--- config.mk ---
export PLATFORM = sky130hd
export DESIGN_NAME = elc_timer
export DESIGN_NICKNAME = d
export VERILOG_FILES = /design/src/rtl/elc_timer.sv
export SDC_FILE = /design/constraint.sdc
export NUM_CORES = 1
export LEC_CHECK = 0
export ABC_CLOCK_PERIOD_IN_PS = 2400
export CORE_UTILIZATION = 57
export DETAILED_ROUTE_END_ITERATION = 10
export PLACE_DENSITY = 0.85
export SKIP_LAST_GASP = 1
export SLEW_MARGIN = 30
export SYNTH_ARGS = -nofsm -noshare
export SYNTH_HDL_FRONTEND = slang
export SYNTH_SLANG_ARGS = --single-unit
--- constraint.sdc ---
create_clock -name clk -period 2.4 [get_ports clk]
set_clock_uncertainty 0.1 [all_clocks]
set_input_delay 0.48 -clock clk [delete_from_list [all_inputs] [get_ports clk]]
set_output_delay 0.48 -clock clk [all_outputs]
set_load 0.01 [all_outputs]
--- src/rtl/elc_timer.sv ---
// ============================================================================
// elc_timer : dual-channel prescaled delay timer (short/long lockout)
// Revision  : 1.0
// ============================================================================
`default_nettype none

module elc_timer #(
    parameter int PRESCALE    = 1000,
    parameter int SHORT_TICKS = 5,
    parameter int LONG_TICKS  = 30,
    parameter int CW          = 8
) (
    input  logic          clk,
    input  logic          reset,
    input  logic          trS,
    input  logic          trL,
    input  logic          abort,
    output logic          tS,
    output logic          tL,
    output logic          busyS,
    output logic          busyL,
    output logic [CW-1:0] remaining
);

    localparam int PW = (PRESCALE > 1) ? $clog2(PRESCALE) : 1;
    localparam logic [PW-1:0] PRE_LAST = PW'(PRESCALE - 1);

    typedef enum logic [1:0] {
        ST_IDLE = 2'd0,
        ST_RUN  = 2'd1,
        ST_DONE = 2'd2
    } state_t;

    logic [1:0]    trig;
    logic [1:0]    busy;
    logic [1:0]    expire;
    logic [CW-1:0] cnt [2];

    assign trig = {trL, trS};

    // Channel 0 is the short lockout, channel 1 the long lockout.
    for (genvar i = 0; i < 2; i++) begin : g_ch
        localparam int TICKS = (i == 0) ? SHORT_TICKS : LONG_TICKS;
        localparam logic [CW-1:0] CNT_LOAD = CW'(TICKS);

        state_t        state_q, state_d;
        logic [PW-1:0] pre_q, pre_d;
        logic [CW-1:0] cnt_q, cnt_d;

        always_ff @(posedge clk) begin
            if (reset) begin
                state_q <= ST_IDLE;
                pre_q   <= '0;
                cnt_q   <= '0;
            end else begin
                state_q <= state_d;
                pre_q   <= pre_d;
                cnt_q   <= cnt_d;
            end
        end

        always_comb begin
            state_d = state_q;
            pre_d   = pre_q;
            cnt_d   = cnt_q;
            if (abort) begin
                state_d = ST_IDLE;
                pre_d   = '0;
                cnt_d   = '0;
            end else begin
                case (state_q)
                    ST_IDLE: begin
                        if (trig[i]) begin
                            state_d = ST_RUN;
                            pre_d   = '0;
                            cnt_d   = CNT_LOAD;
                        end
                    end
                    ST_RUN: begin
                        if (trig[i]) begin
                            pre_d = '0;
                            cnt_d = CNT_LOAD;
                        end else if (pre_q == PRE_LAST) begin
                            pre_d = '0;
                            cnt_d = cnt_q - CW'(1);
                            if (cnt_q == CW'(1)) begin
                                state_d = ST_DONE;
                            end
                        end else begin
                            pre_d = pre_q + PW'(1);
                        end
                    end
                    ST_DONE: begin
                        // Counters are already zero here; a trigger restarts at once.
                        if (trig[i]) begin
                            state_d = ST_RUN;
                            pre_d   = '0;
                            cnt_d   = CNT_LOAD;
                        end else begin
                            state_d = ST_IDLE;
                        end
                    end
                    default: begin
                        state_d = ST_IDLE;
                        pre_d   = '0;
                        cnt_d   = '0;
                    end
                endcase
            end
        end

        assign busy[i]   = (state_q == ST_RUN);
        assign expire[i] = (state_q == ST_DONE);
        assign cnt[i]    = cnt_q;
    end

    assign tS    = expire[0];
    assign tL    = expire[1];
    assign busyS = busy[0];
    assign busyL = busy[1];

    // The long channel has display priority.
    assign remaining = busy[1] ? cnt[1] :
                       busy[0] ? cnt[0] : '0;

endmodule

`default_nettype wire
==> results of run 1 <==
-- placed cells by master (no fill, tap or decap), types with 2 or more instances in the layout --
master / count
xnor2_1: 9
nand2b_1: 2
a21o_1: 2
inv_1: 12
nor2_1: 28
nand4_1: 6
o31ai_1: 3
a22o_1: 8
clkbuf_8: 5
nor2b_1: 6
a31o_2: 2
o21ai_0: 11
or2_2: 3
a21oi_1: 14
clkdlybuf4s50_1: 13
nand2_1: 20
dfxtp_1: 40
a31oi_1: 4
or4_1: 3
xor2_1: 7
or3_1: 12
mux2i_1: 2
dlymetal6s2s_1: 3
nand3_1: 8
nor3_1: 6
buf_4: 10
ha_1: 6
nor4_1: 7
a211oi_1: 2
-- state kept, by name (all words and copies together) (netlist names) --
register and flops:
g_ch.state_q 4, g_ch.pre_q 20, g_ch.cnt_q 16
-- area by class of cell --
cell class,instances,area (um^2),share of cell area [%]
clock buffer,5,68.8,2.76
tap,46,57.6,2.30
timing repair buffer,26,243,9.72
sequential,40,801,32.1
clock inverter,3,42.5,1.70
multi-input combinational,194,1240,49.6
inverter,12,45.0,1.80
-- how the worst max path moves through the flow --
stage,start,endpoint,cells after the start
finish,g_ch[0].state_q[1],remaining[4],5
floorplan,g_ch[0].state_q[0],remaining[0],4
global route,g_ch[1].state_q[0],remaining[5],4
detailed placement,trS,g_ch[0].pre_q[9],6
CTS,g_ch[0].state_q[1],remaining[0],5
global placement,trS,g_ch[0].pre_q[9],5
-- where the power goes --
part / switching (mW) / internal [mW]
logic: 0.0635 / 0.0509
clock network: 0.256 / 0.308
registers: 0.0150 / 0.674
-- routing by layer --
layer | global-route usage [%] | wire [um] | vias to the layer above
met3 | 5.66 | 255 | 8
met2 | 45.2 | 2300 | 57
met1 | 34.2 | 2210 | 926
met4 | 11.0 | 90 | 0
met5 | 0 | 0 | -
li1 | - | - | 976
-- logic make-up (layout without fill, tap and decap cells) --
family | Yosys count | after routing
AO/OA/AOI/OAI | 57 | 57
XOR/XNOR | 16 | 16
adder cells (fa/ha/maj) | 6 | 6
buffers and inverters | 20 | 46
flip-flops | 40 | 40
multiplexers | 3 | 3
AND/OR/NAND/NOR | 112 | 112
-- worst max-delay path: stages (launching register included) --
cell             delay [ns]
dfxtp_1                0.31
nand2b_2               0.22
nor2_1                 0.11
buf_4                  0.16
a22o_1                 0.14
clkdlybuf4s50_1        0.55
-- what timing repair did --
| item | CTS | global route |
|---|---|---|
| hold buffers | 0 | 0 |
| endpoints found under the setup margin | 0 | 8 |
| buffers inserted | 0 | 0 |
| endpoints found under the hold margin | 0 | 0 |
| gates resized for setup | 0 | 4 |
-- per-stage QoR --
step	hold slack, ns	util, %	setup TNS (ns)	std cells	cell area, um^2
4_1_cts	0.412	72.3	0	326	2490
5_1_grt	0.436	72.6	-0.00455	326	2500
3_3_place_gp	0.378	69.0	0	318	2380
2_1_floorplan	0.359	-	0	254	2120
6_report	0.407	72.6	0	326	2500
3_5_place_dp	0.385	69.0	0	318	2380
==> flow_summary.yaml, run 1 <==
die:
  die_y_um: 62.9
  core-area_um2: 3440
  die_w_um: 62.9
  io_pins: 17
  initial_core_util_pct: 61.5
  die-area_um2: 3960
  fp-row-count: 21
clock_tree:
  insertion_delay_ns: 0.30
  cts_root_buffer: "clkbuf_8"
  numCtsBuffers: 5
  cts_max_path_buffers: 2
  cts.sinks: 40
  htreeDepth: 2
  cts_tree: "done"
  clk_pin_slew_ns: 0.08
worst_setup_path:
  cp.required_ns: 1.82
  ff2ff_path_depth: 5
  cp_max_fo: 8
  r2r-start: "g_ch[1].pre_q[0]"
  criticalPathCategory: "reg2out"
  critPathCaptureType: "output port"
  reg2reg_to: "g_ch[1].cnt_q[4]"
  reg2reg_slack_ns: 0.23
  crit_arrival_ns: 1.79
  crit_path_start_kind: "flip-flop"
power:
  p_leak_nw: 0.931
  power_mw: 1.37
  peakVddDrop_mv: 0.472
  power_density_nw_per_um2: 547
routing:
  drt-wirelength-per-cell_um: 14.9
  wl_um: 4860
  first_iter_violations: 181
  via_per_inst: 6.03
  drc: 0
  firstDrtPassIters: 4
  postRouteAntennaNets: 0
  via_count: 1967
placed_design:
  pre_cts_slack_ns: 0.211
  portBuffers: 16
  gp_congestion: 0.837
  dp_hpwl_um: 3410
timing:
  maxSlewViolCount: 0
  maxSlewHeadroom_pct: 70.0
  fmax_mhz: 423
  finalHoldViolCount: 0
  setup_viol: 0
  finalCritPeriodShare_pct: 98.6
  fin_ws_ns: 0.0338
  period_needed_ns: 2.37
  tightestPinTransition_ns: 0.446
layout:
  nets: 290
  diodes: 0
  syn2layout_area_growth_pct: 18.0
  layout-drive-gt1-share_pct: 10.0
  nFillCells: 276
synthesis:
  synth_fp_nets: 265
  synth_top_family_by_area: "simple AND/OR/NAND/NOR gates"
  synth_cells: 254
  ys_ff_latch: 40
  yosys_warnings: 0
  synthSimpleGateAreaFrac_pct: 28.7
  synth_area_um2: 2120
  synth_compound_area_share_pct: 18.1
  synthXorXnorAreaFrac_pct: 6.62
  synth-edff-count: 0
  yosysTopAreaCell: "dfxtp_1"
  synth.area.mux_share_pct: 1.48
  synth.most_common_cell: "dfxtp_1"
  synth-main-ff-cell: "dfxtp_1"
  synthTopCellsByArea: "dfxtp_1 38%, nor2_1 5.0%, xnor2_1 3.7%"
  ys_seq_area_share_pct: 37.8
  synth_top_area_share_pct: 37.8
  synthAdderAreaFrac_pct: 3.55
  ys_types: 49
  yosys-top-cells-count: "40 x dfxtp_1, 28 x nor2_1, 20 x nand2_1"
  async_reset_ff_share_pct: 0
  avgSynthCellArea_um2: 8.33
global_routing:
  grt_max_degree: 14
  grt_pass1_wl_um: 8460
  grtUsageTotal_pct: 27.3
  gr-total-overflow: 0
  antenna_found_initial: 0
  grt_pass1_vias: 1844
min_path:
  hp-class: "reg2reg"
  whs_path_depth: 2
  worstHoldEndpoint: "g_ch[1].pre_q[1]"
  min-delay-start: "g_ch[1].pre_q[1]"
outcome:
  status: "finished clean"
flow_run:
  drv_cap: 0
Note: power is estimated with default switching activity, not from simulation.
==> run 2, diff against run 1 <==
- CORE_UTILIZATION: 57 -> 60
- DONT_BUFFER_PORTS: not set -> 1
- PLACE_DENSITY: 0.85 -> 0.83
==> run 2 against run 1 <==
Effect of this change:
- clock-buffer cell count is 1 higher
- critical path depth is 2 lower
- sequential power is 0.6% higher
- wire length is 12% lower
- non-clock buffer count is 23 lower
- combinational power is 25% lower
- die area is 4.9% lower
- via count is 4.9% lower
- largest power group unchanged
==> flow_summary.yaml, run 2 (synthesis gave the netlist of run 1 again) <==
outcome:
  status: "finished clean"
worst_setup_path:
  crit_arrival_ns: 1.62
  ff2ff_path_depth: 5
  criticalPathCategory: "reg2out"
  path_delay_family: "flip-flops"
  cp.required_ns: 1.82
  slowest_delay_ns: 0.53
  cp-endpoint: "remaining[7]"
  critPathCaptureType: "output port"
  crit_buf_inv: 1
  r2r-start: "g_ch[1].pre_q[0]"
  reg2reg_slack_ns: 0.31
  cp_max_fo: 11
  crit_slowest_cell: "dfxtp_1"
  reg2reg_to: "g_ch[1].cnt_q[4]"
  cp.depth: 3
  crit_path_start_kind: "flip-flop"
  worstPathCellList: "nor2b_1 -> buf_4 -> a22o_1"
  crit_start: "g_ch[1].state_q[0]"
layout:
  layout-drive-gt1-share_pct: 8.17
  final_common_cell: "dfxtp_1"
  largest_reg_flops: 20
  diodes: 0
  nets: 267
  instances_no_fill: 303
  layout_common_cells: "39 x dfxtp_1, 27 x nor2_1, 20 x nand2_1, 14 x a21oi_1"
  top_regs: "g_ch.pre_q (20), g_ch.cnt_q (16), g_ch.state_q (4)"
  syn2layout_area_growth_pct: 6.03
  max_flop_register: "g_ch.pre_q"
flow_run:
  drv_cap: 0
clock_tree:
  insertion_delay_ns: 0.36
  ctsHoldBuffers: 0
  cts.sinks: 40
  cts_tree: "done"
  cts_root_buffer: "clkbuf_4"
  cts_max_path_buffers: 2
  cts_setup_buffers: 0
  htreeDepth: 2
  clk_pin_slew_ns: 0.12
  numCtsBuffers: 5
die:
  fp-row-count: 21
  core-area_um2: 3360
  io_pins: 17
  initial_core_util_pct: 62.9
  die_y_um: 61.4
  die_w_um: 61.4
  die-area_um2: 3770
power:
  power_density_nw_per_um2: 543
  p_leak_nw: 0.771
  peakVddDrop_mv: 0.384
timing:
  fin_setup_tns_ns: 0
  setup_viol: 0
  fin_ws_ns: 0.201
  tightestPinTransition_ns: 0.718
  maxSlewViolCount: 0
  maxSlewHeadroom_pct: 50.9
  finalHoldViolCount: 0
  period_needed_ns: 2.20
  holdWs_ns: 0.149
  fmax_mhz: 455
  rsz0062_at_grt: "false"
  finalCritPeriodShare_pct: 91.6
routing:
  postRouteAntennaNets: 0
  firstDrtPassIters: 4
  drt-wirelength-per-cell_um: 14.0
  wl_um: 4250
  first_iter_violations: 158
  via_per_inst: 6.17
  via_count: 1871
  drc: 0
global_routing:
  gr-usage-met2_pct: 37.0
  gr-total-overflow: 0
  grt_pass1_vias: 1524
  grt_pass1_wl_um: 6700
  use_met3_pct: 6.72
  antenna_found_initial: 0
  grt_max_degree: 15
  grtUsageTotal_pct: 24.8
  busiest_layer: "met2"
  use_met1_pct: 33.1
placed_design:
  placedCellCount: 295
  portBuffers: 0
  pre_cts_slack_ns: 0.362
  dp_hpwl_um: 3090
  gp_congestion: 0.872
min_path:
  hp-class: "in2reg"
run 2: how the worst min path moves through the flow:
| stage | cells after the start | slack (ns) | start | end |
|---|---|---|---|---|
| global route | 1 | 0.13 | trS | g_ch[0].state_q[0] |
| global placement | 2 | 0.38 | g_ch[1].pre_q[1] | g_ch[1].pre_q[1] |
| floorplan | 2 | 0.36 | g_ch[0].cnt_q[7] | g_ch[0].cnt_q[7] |
| CTS | 1 | 0.14 | trS | g_ch[0].state_q[0] |
| detailed placement | 2 | 0.39 | g_ch[0].pre_q[1] | g_ch[0].pre_q[1] |
| finish | 1 | 0.15 | trS | g_ch[0].state_q[0] |
run 2: timing repair:
item                                   in CTS  in global routing
gates resized for setup                     1                  1
endpoints found under the hold margin       0                  0
pin swaps                                   0                  0
cloned                                      0                  0
setup endpoints to repair                   7                  8
run 2: report_power, final:
group          internal (mW)  leakage (nW)  total, mW  switching [mW]
Sequential             0.675         0.324      0.693          0.0182
Combinational         0.0341         0.404     0.0858          0.0517
Clock                  0.218        0.0422      0.439           0.220
run 2: area by class of cell:
class	instances	area (um^2)
multi-input combinational	194	1240
tap	46	57.6
inverter	12	45.0
clock inverter	2	35.0
fill	297	1120
timing repair buffer	3	22.5
sequential	40	802
clock buffer	6	41.3
run 2: metrics by stage:
stage | total power [mW] | cell area, um^2 | util (%)
final | 1.22 | 2240 | 66.7
after CTS | 1.23 | 2240 | 66.7
after floorplan | 0.773 | 2120 | -
after global routing | 1.27 | 2240 | 66.7
after global placement | 0.789 | 2160 | 64.3
after detailed placement | 0.791 | 2160 | 64.3
run 2: layer usage:
layer,vias up,wire length [um]
met1,881,2020
met3,8,203
met5,-,0
met2,51,1950
met4,0,82
li1,931,-
==> run 3, diff against run 2 <==
- PLACE_DENSITY: 0.83 -> 0.87
- REMOVE_ABC_BUFFERS: not set -> 1
==> run 3 against run 2 <==
Effect of this change:
- register-to-register slack worse by 0.03 ns
- first-iteration DRC count down 25%
- total power up 0.16%
- cell area about the same
- cell count unchanged
- critical path type unchanged
- clock-buffer cell count unchanged
- core utilization about the same
- maximum frequency up 1.8%
- die area unchanged
- flip-flop and latch count unchanged
- worst setup slack better by 0.039 ns
- global-route usage up 0.86 points
==> flow_summary.yaml, run 3 (synthesis gave the netlist of run 1 again) <==
routing:
  drt-wirelength-per-cell_um: 14.2
  firstDrtPassIters: 4
  postRouteAntennaNets: 0
  drc: 0
  first_iter_violations: 119
  via_count: 1821
  wl_um: 4310
  via_per_inst: 6.01
clock_tree:
  insertion_delay_ns: 0.35
  clk_pin_slew_ns: 0.12
  numCtsBuffers: 5
  cts_tree: "done"
  cts_setup_buffers: 0
  cts_root_buffer: "clkbuf_4"
  cts_max_path_buffers: 2
  htreeDepth: 2
  ctsHoldBuffers: 0
  cts.sinks: 40
  cts_resized: 0
worst_setup_path:
  crit_start: "g_ch[1].state_q[0]"
  crit_arrival_ns: 1.58
  crit_slowest_cell: "dfxtp_1"
  cp.required_ns: 1.82
  critPathCaptureType: "output port"
  slowest_delay_ns: 0.53
  path_delay_family: "flip-flops"
  reg2reg_slack_ns: 0.28
  crit_buf_inv: 1
  crit_path_start_kind: "flip-flop"
  cp_max_fo: 11
  r2r-start: "g_ch[1].pre_q[0]"
  worstPathCellList: "nor2b_1 -> buf_4 -> a22o_1"
  criticalPathCategory: "reg2out"
layout:
  seq_area_um2: 801
  largest_reg_flops: 20
  syn2layout_area_growth_pct: 5.97
  max_flop_register: "g_ch.pre_q"
  final_common_cell: "dfxtp_1"
  multi_input_area_um2: 1240
  nets: 267
  layout_common_cells: "40 x dfxtp_1, 27 x nor2_1, 20 x nand2_1, 14 x a21oi_1"
  nFillCells: 305
  top_regs: "g_ch.pre_q (20), g_ch.cnt_q (16), g_ch.state_q (4)"
  layout-drive-gt1-share_pct: 7.78
  instances_no_fill: 303
  diodes: 0
timing:
  finalCritPeriodShare_pct: 90.0
  maxSlewViolCount: 0
  setup_viol: 0
  maxSlewHeadroom_pct: 46.9
  period_needed_ns: 2.16
  finalHoldViolCount: 0
  fin_setup_tns_ns: 0
  fmax_mhz: 463
  rsz0062_at_grt: "false"
  tightestPinTransition_ns: 0.776
placed_design:
  placedCellCount: 295
  dp_hpwl_um: 3160
  portBuffers: 0
  gp_congestion: 0.837
global_routing:
  grtUsageTotal_pct: 25.6
  grt_max_degree: 13
  gr-total-overflow: 0
  grt_pass1_vias: 1615
  grt_pass1_wl_um: 7140
  antenna_found_initial: 0
power:
  peakVddDrop_mv: 0.449
  power_density_nw_per_um2: 544
  p_leak_nw: 0.772
  power_mw: 1.22
flow_run:
  drv_cap: 0
die:
  io_pins: 17
  initial_core_util_pct: 62.9
  core-area_um2: 3360
  fp-row-count: 21
  die_y_um: 61.4
  die-area_um2: 3770
  die_w_um: 61.4
min_path:
  hp-class: "in2reg"
  min-delay-start: "trS"
outcome:
  status: "finished clean"
run 3: cell counts in the layout (fill, tap and decap cells not counted):
No cell type changed its count.
run 3: final cells by class:
| type | instances | share of cell area [%] |
|---|---|---|
| clock buffers | 6 | 1.84 |
| inverters | 12 | 2.01 |
| repair buffers | 3 | 1.00 |
| well taps | 46 | 2.57 |
| multi-input cells | 194 | 55.3 |
| flip-flops and latches | 40 | 35.7 |
| clock inverters | 2 | 1.56 |
run 3: power by group:
| group | switching (mW) | internal, mW | leakage, nW |
|---|---|---|---|
| sequential | 0.0167 | 0.674 | 0.324 |
| combinational | 0.0527 | 0.0349 | 0.405 |
| clock | 0.222 | 0.218 | 0.0422 |
run 3: worst paths after layout:
path,to,cells past startpoint
min,g_ch[0].state_q[0],1
max,remaining[4],3
max reg2reg,g_ch[1].cnt_q[4],5
min reg2reg,g_ch[1].pre_q[1],2
run 3: metal layers:
layer  share of wire [%]  track usage [%]  vias to the layer above
met3                 4.7             6.72                        6
li1                    -                -                      931
met4                 1.1             8.89                        0
met2                  48             44.6                       40
met1                  46             30.7                      844
met5                   0                0                        -
run 3: per-stage QoR:
stage | hold slack (ns) | util [%] | worst slack [ns] | area [um^2]
floorplan | 0.359 | - | 0.307 | 2080
global placement | 0.375 | 64.3 | 0.395 | 2160
detailed placement | 0.378 | 64.3 | 0.318 | 2160
CTS | 0.138 | 66.6 | 0.0890 | 2240
global route | 0.137 | 66.7 | 0.0808 | 2240
finish | 0.154 | 66.7 | 0.241 | 2240
==> variant, RTL diff (flow settings as in run 1) <==
Make the reset (`reset`) asynchronous in one clocked block.
--- a/src/rtl/elc_timer.sv
+++ b/src/rtl/elc_timer.sv
@@ -47,7 +47,7 @@
         logic [PW-1:0] pre_q, pre_d;
         logic [CW-1:0] cnt_q, cnt_d;
 
-        always_ff @(posedge clk) begin
+        always_ff @(posedge clk or posedge reset) begin
             if (reset) begin
                 state_q <= ST_IDLE;
                 pre_q   <= '0;
Behaviour: differs if reset is asserted again (counterexample within 4 cycles, from zero or initial values and one cycle with reset high); with reset held inactive, the same outputs for 10 cycles.
==> variant against run 1 <==
- final area grew 13%
- routed wire length up 13%
- hold slack improved by 0.067 ns
- worst setup slack improved by 0.018 ns
- power rose by 9.3%
- critical path type unchanged
- sequential cell count stayed put
- first-iteration DRC count fell by 39%
- synthesized area increased by 12%
- sequential power is 3.6% higher
==> variant: results (changes against run 1) <==
| Metric | Value |
|---|---|
| CP top delay family | `buffers and inverters (unchanged)` |
| Hold Path Class | `reg2reg (unchanged)` |
| Synth area leaders | `dfrtp_1 42%, xor2_1 4.4%, nand2_1 3.8%, nor2_1 3.8%, ha_1 3.2% (was dfxtp_1 38%, nor2_1 5.0%, xnor2_1 3.7%, ha_1 3.5%, nand2_1 3.5%)` |
| Post-synthesis xor/xnor area fraction | `5.56% (was 6.62%)` |
| Starting DRT DRC Count | `111 (was 181)` |
| Avg WL per Cell | `16.6 um (was 14.9 um)` |
| Critical Path Max Stage Delay | `0.53 ns (was 0.55 ns)` |
| Port Buffers | `16 (unchanged)` |
| Vias in the first global route | `2,033 (was 1,844)` |
| Synth Area in Compound Gates | `16.2% (was 18.1%)` |
| Initial antenna violation count | `0 (unchanged)` |
| Diode count | `0 (unchanged)` |
| TritonCTS buffer count | `5 (unchanged)` |
| Longest Clk Path Bufs | `2 (unchanged)` |
| Leakage power | `1.29 nW (was 0.931 nW)` |
| Nets@finish | `291 (was 290)` |
| Clock Tree Root | `clkbuf_8 (unchanged)` |
| First-pass iteration count of the detailed router | `4 (unchanged)` |
| Ratio of cells with drive above 1 in the final layout | `12.8% (was 10.0%)` |
| Filler Cell Count | `295 (was 276)` |
| Synth warn | `0 (unchanged)` |
| Worst Hold Slack | `0.474 ns (was 0.407 ns)` |
| Vias | `2,080 (was 1,967)` |
| Adder-Cell Fraction of Synth Area | `3.17% (was 3.55%)` |
| Count leader, synth | `dfrtp_1 (was dfxtp_1)` |
| Slew headroom | `61.7% (was 70.0%)` |
| Slowest stage cell on the critical path | `clkdlybuf4s50_1 (unchanged)` |
| Mux share of post-synthesis cell area | `2.22% (was 1.48%)` |
| Seq/Total Area, Yosys | `42.3% (was 37.8%)` |
| Max FO, Critical Path | `10 (was 8)` |
| Ys async rst share | `100% (was 0%)` |
| Hpwl dp | `3.74 mm (was 3.41 mm)` |
| Global-route wire length before repair | `9.41 mm (was 8.46 mm)` |
| Avg Inst Size Synth | `9.42 um^2 (was 8.33 um^2)` |
| Run status | `finished clean (unchanged)` |
| Synth top cells by count | `40 x dfrtp_1, 24 x nand2_1, 24 x nor2_1 (was 40 x dfxtp_1, 28 x nor2_1, 20 x nand2_1)` |
| Synth cell types | `53 (was 49)` |
| Critical Path AT | `1.77 ns (was 1.79 ns)` |
| All-Layer GR Usage | `28.7% (was 27.3%)` |
| Placed Instances | `321 (was 318)` |
| Clock transition at path regs | `0.08 ns (about the same)` |
| Skew-Pair Late Insertion Delay | `0.31 ns` |
| Cell Count, Final, Fillers Out | `331 (was 326)` |
| # H-tree levels | `2 (unchanged)` |
| Post-synthesis net count | `262 (was 265)` |
| Worst VDD drop | `0.403 mV (was 0.472 mV)` |
| Cell Area, Placed | `2640 um^2 (was 2380 um^2)` |
| Largest regs | `g_ch.pre_q (20), g_ch.cnt_q (16), g_ch.state_q (4) (unchanged)` |
| Largest net degree at the start of global routing | `41 (was 14)` |
| GPL Wtd Cong | `0.847 (was 0.837)` |
-- variant: changes by cell type after synthesis, sizes merged, moves of 5 or more --
cell          run 1  this run
dfxtp            40         0
xnor2             9         3
or3              13         4
or4               3         9
o21ai            11         3
xor2              7        12
dfrtp             0        40
and3              1         7
-- variant: final timing paths --
| kind | startpoint | endpoint | slack [ns] | depth (start not counted) |
|---|---|---|---|---|
| worst max-delay path | g_ch[1].state_q[1] | remaining[0] | 0.05 | 4 |
| worst min-delay path | g_ch[0].pre_q[5] | g_ch[0].pre_q[5] | 0.47 | 2 |
| worst max register to register | g_ch[0].pre_q[1] | g_ch[0].cnt_q[6] | 0.18 | 5 |
| worst min register to register | g_ch[0].pre_q[5] | g_ch[0].pre_q[5] | 0.47 | 2 |
| max in group asynchronous | reset | g_ch[1].state_q[1] | 1.33 | 3 |
| min in group asynchronous | reset | g_ch[1].pre_q[3] | 0.50 | 3 |
-- variant: timing repair --
item	in CTS	in global routing
buffers inserted	0	2
endpoints found under the setup margin	8	8
pin swaps	0	1
resized for setup	6	5
-- variant: cell type report --
cell class / count / area, um^2 / area share, %
clock buffers: 6 / 82.6 / 2.93
flip-flops and latches: 40 / 1000 / 35.6
inverters: 9 / 33.8 / 1.20
clock inverters: 2 / 38.8 / 1.38
repair buffers: 30 / 279 / 9.91
multi-input cells: 194 / 1320 / 46.8
well taps: 50 / 62.6 / 2.22
-- variant: routing by layer --
layer	part of all wire (%)	track usage, %
met5	0	0
met4	2.7	12.8
met3	4.4	5.00
met1	43	36.5
met2	50	47.6
-- variant: worst register-to-register path, stage by stage, from the launching register on --
cell and delay, ns:
dfrtp_1 0.45, ha_1 0.28, and4bb_2 0.28, nand4_1 0.38
or4_1 0.61, nand2_1 0.08
-- variant: through the flow --
| step | worst slack, ns | power [mW] | utilization (%) |
|---|---|---|---|
| final | 0.0518 | 1.49 | 70.4 |
| after global placement | 0.219 | 0.902 | 66.1 |
| after global routing | 0.00296 | 1.55 | 70.4 |
| after CTS | 0.00325 | 1.51 | 69.6 |
| after floorplan | 0.532 | 0.835 | - |
| after detailed placement | 0.137 | 0.909 | 66.1 |
-- variant: cells by family (layout without fill, tap and decap cells) --
group | after synthesis | in the layout
DFF | 40 | 40
muxes | 5 | 5
adders and majority gates | 6 | 6
and+or+nand+nor | 119 | 119
AOI/OAI and AO/OA | 49 | 49
buffers and inverters | 17 | 47
xor gates and xnor gates | 15 | 15
-- variant: where the power goes --
group | internal (mW) | switching [mW]
Sequential | 0.689 | 0.0253
Clock | 0.340 | 0.251
Combinational | 0.0841 | 0.106
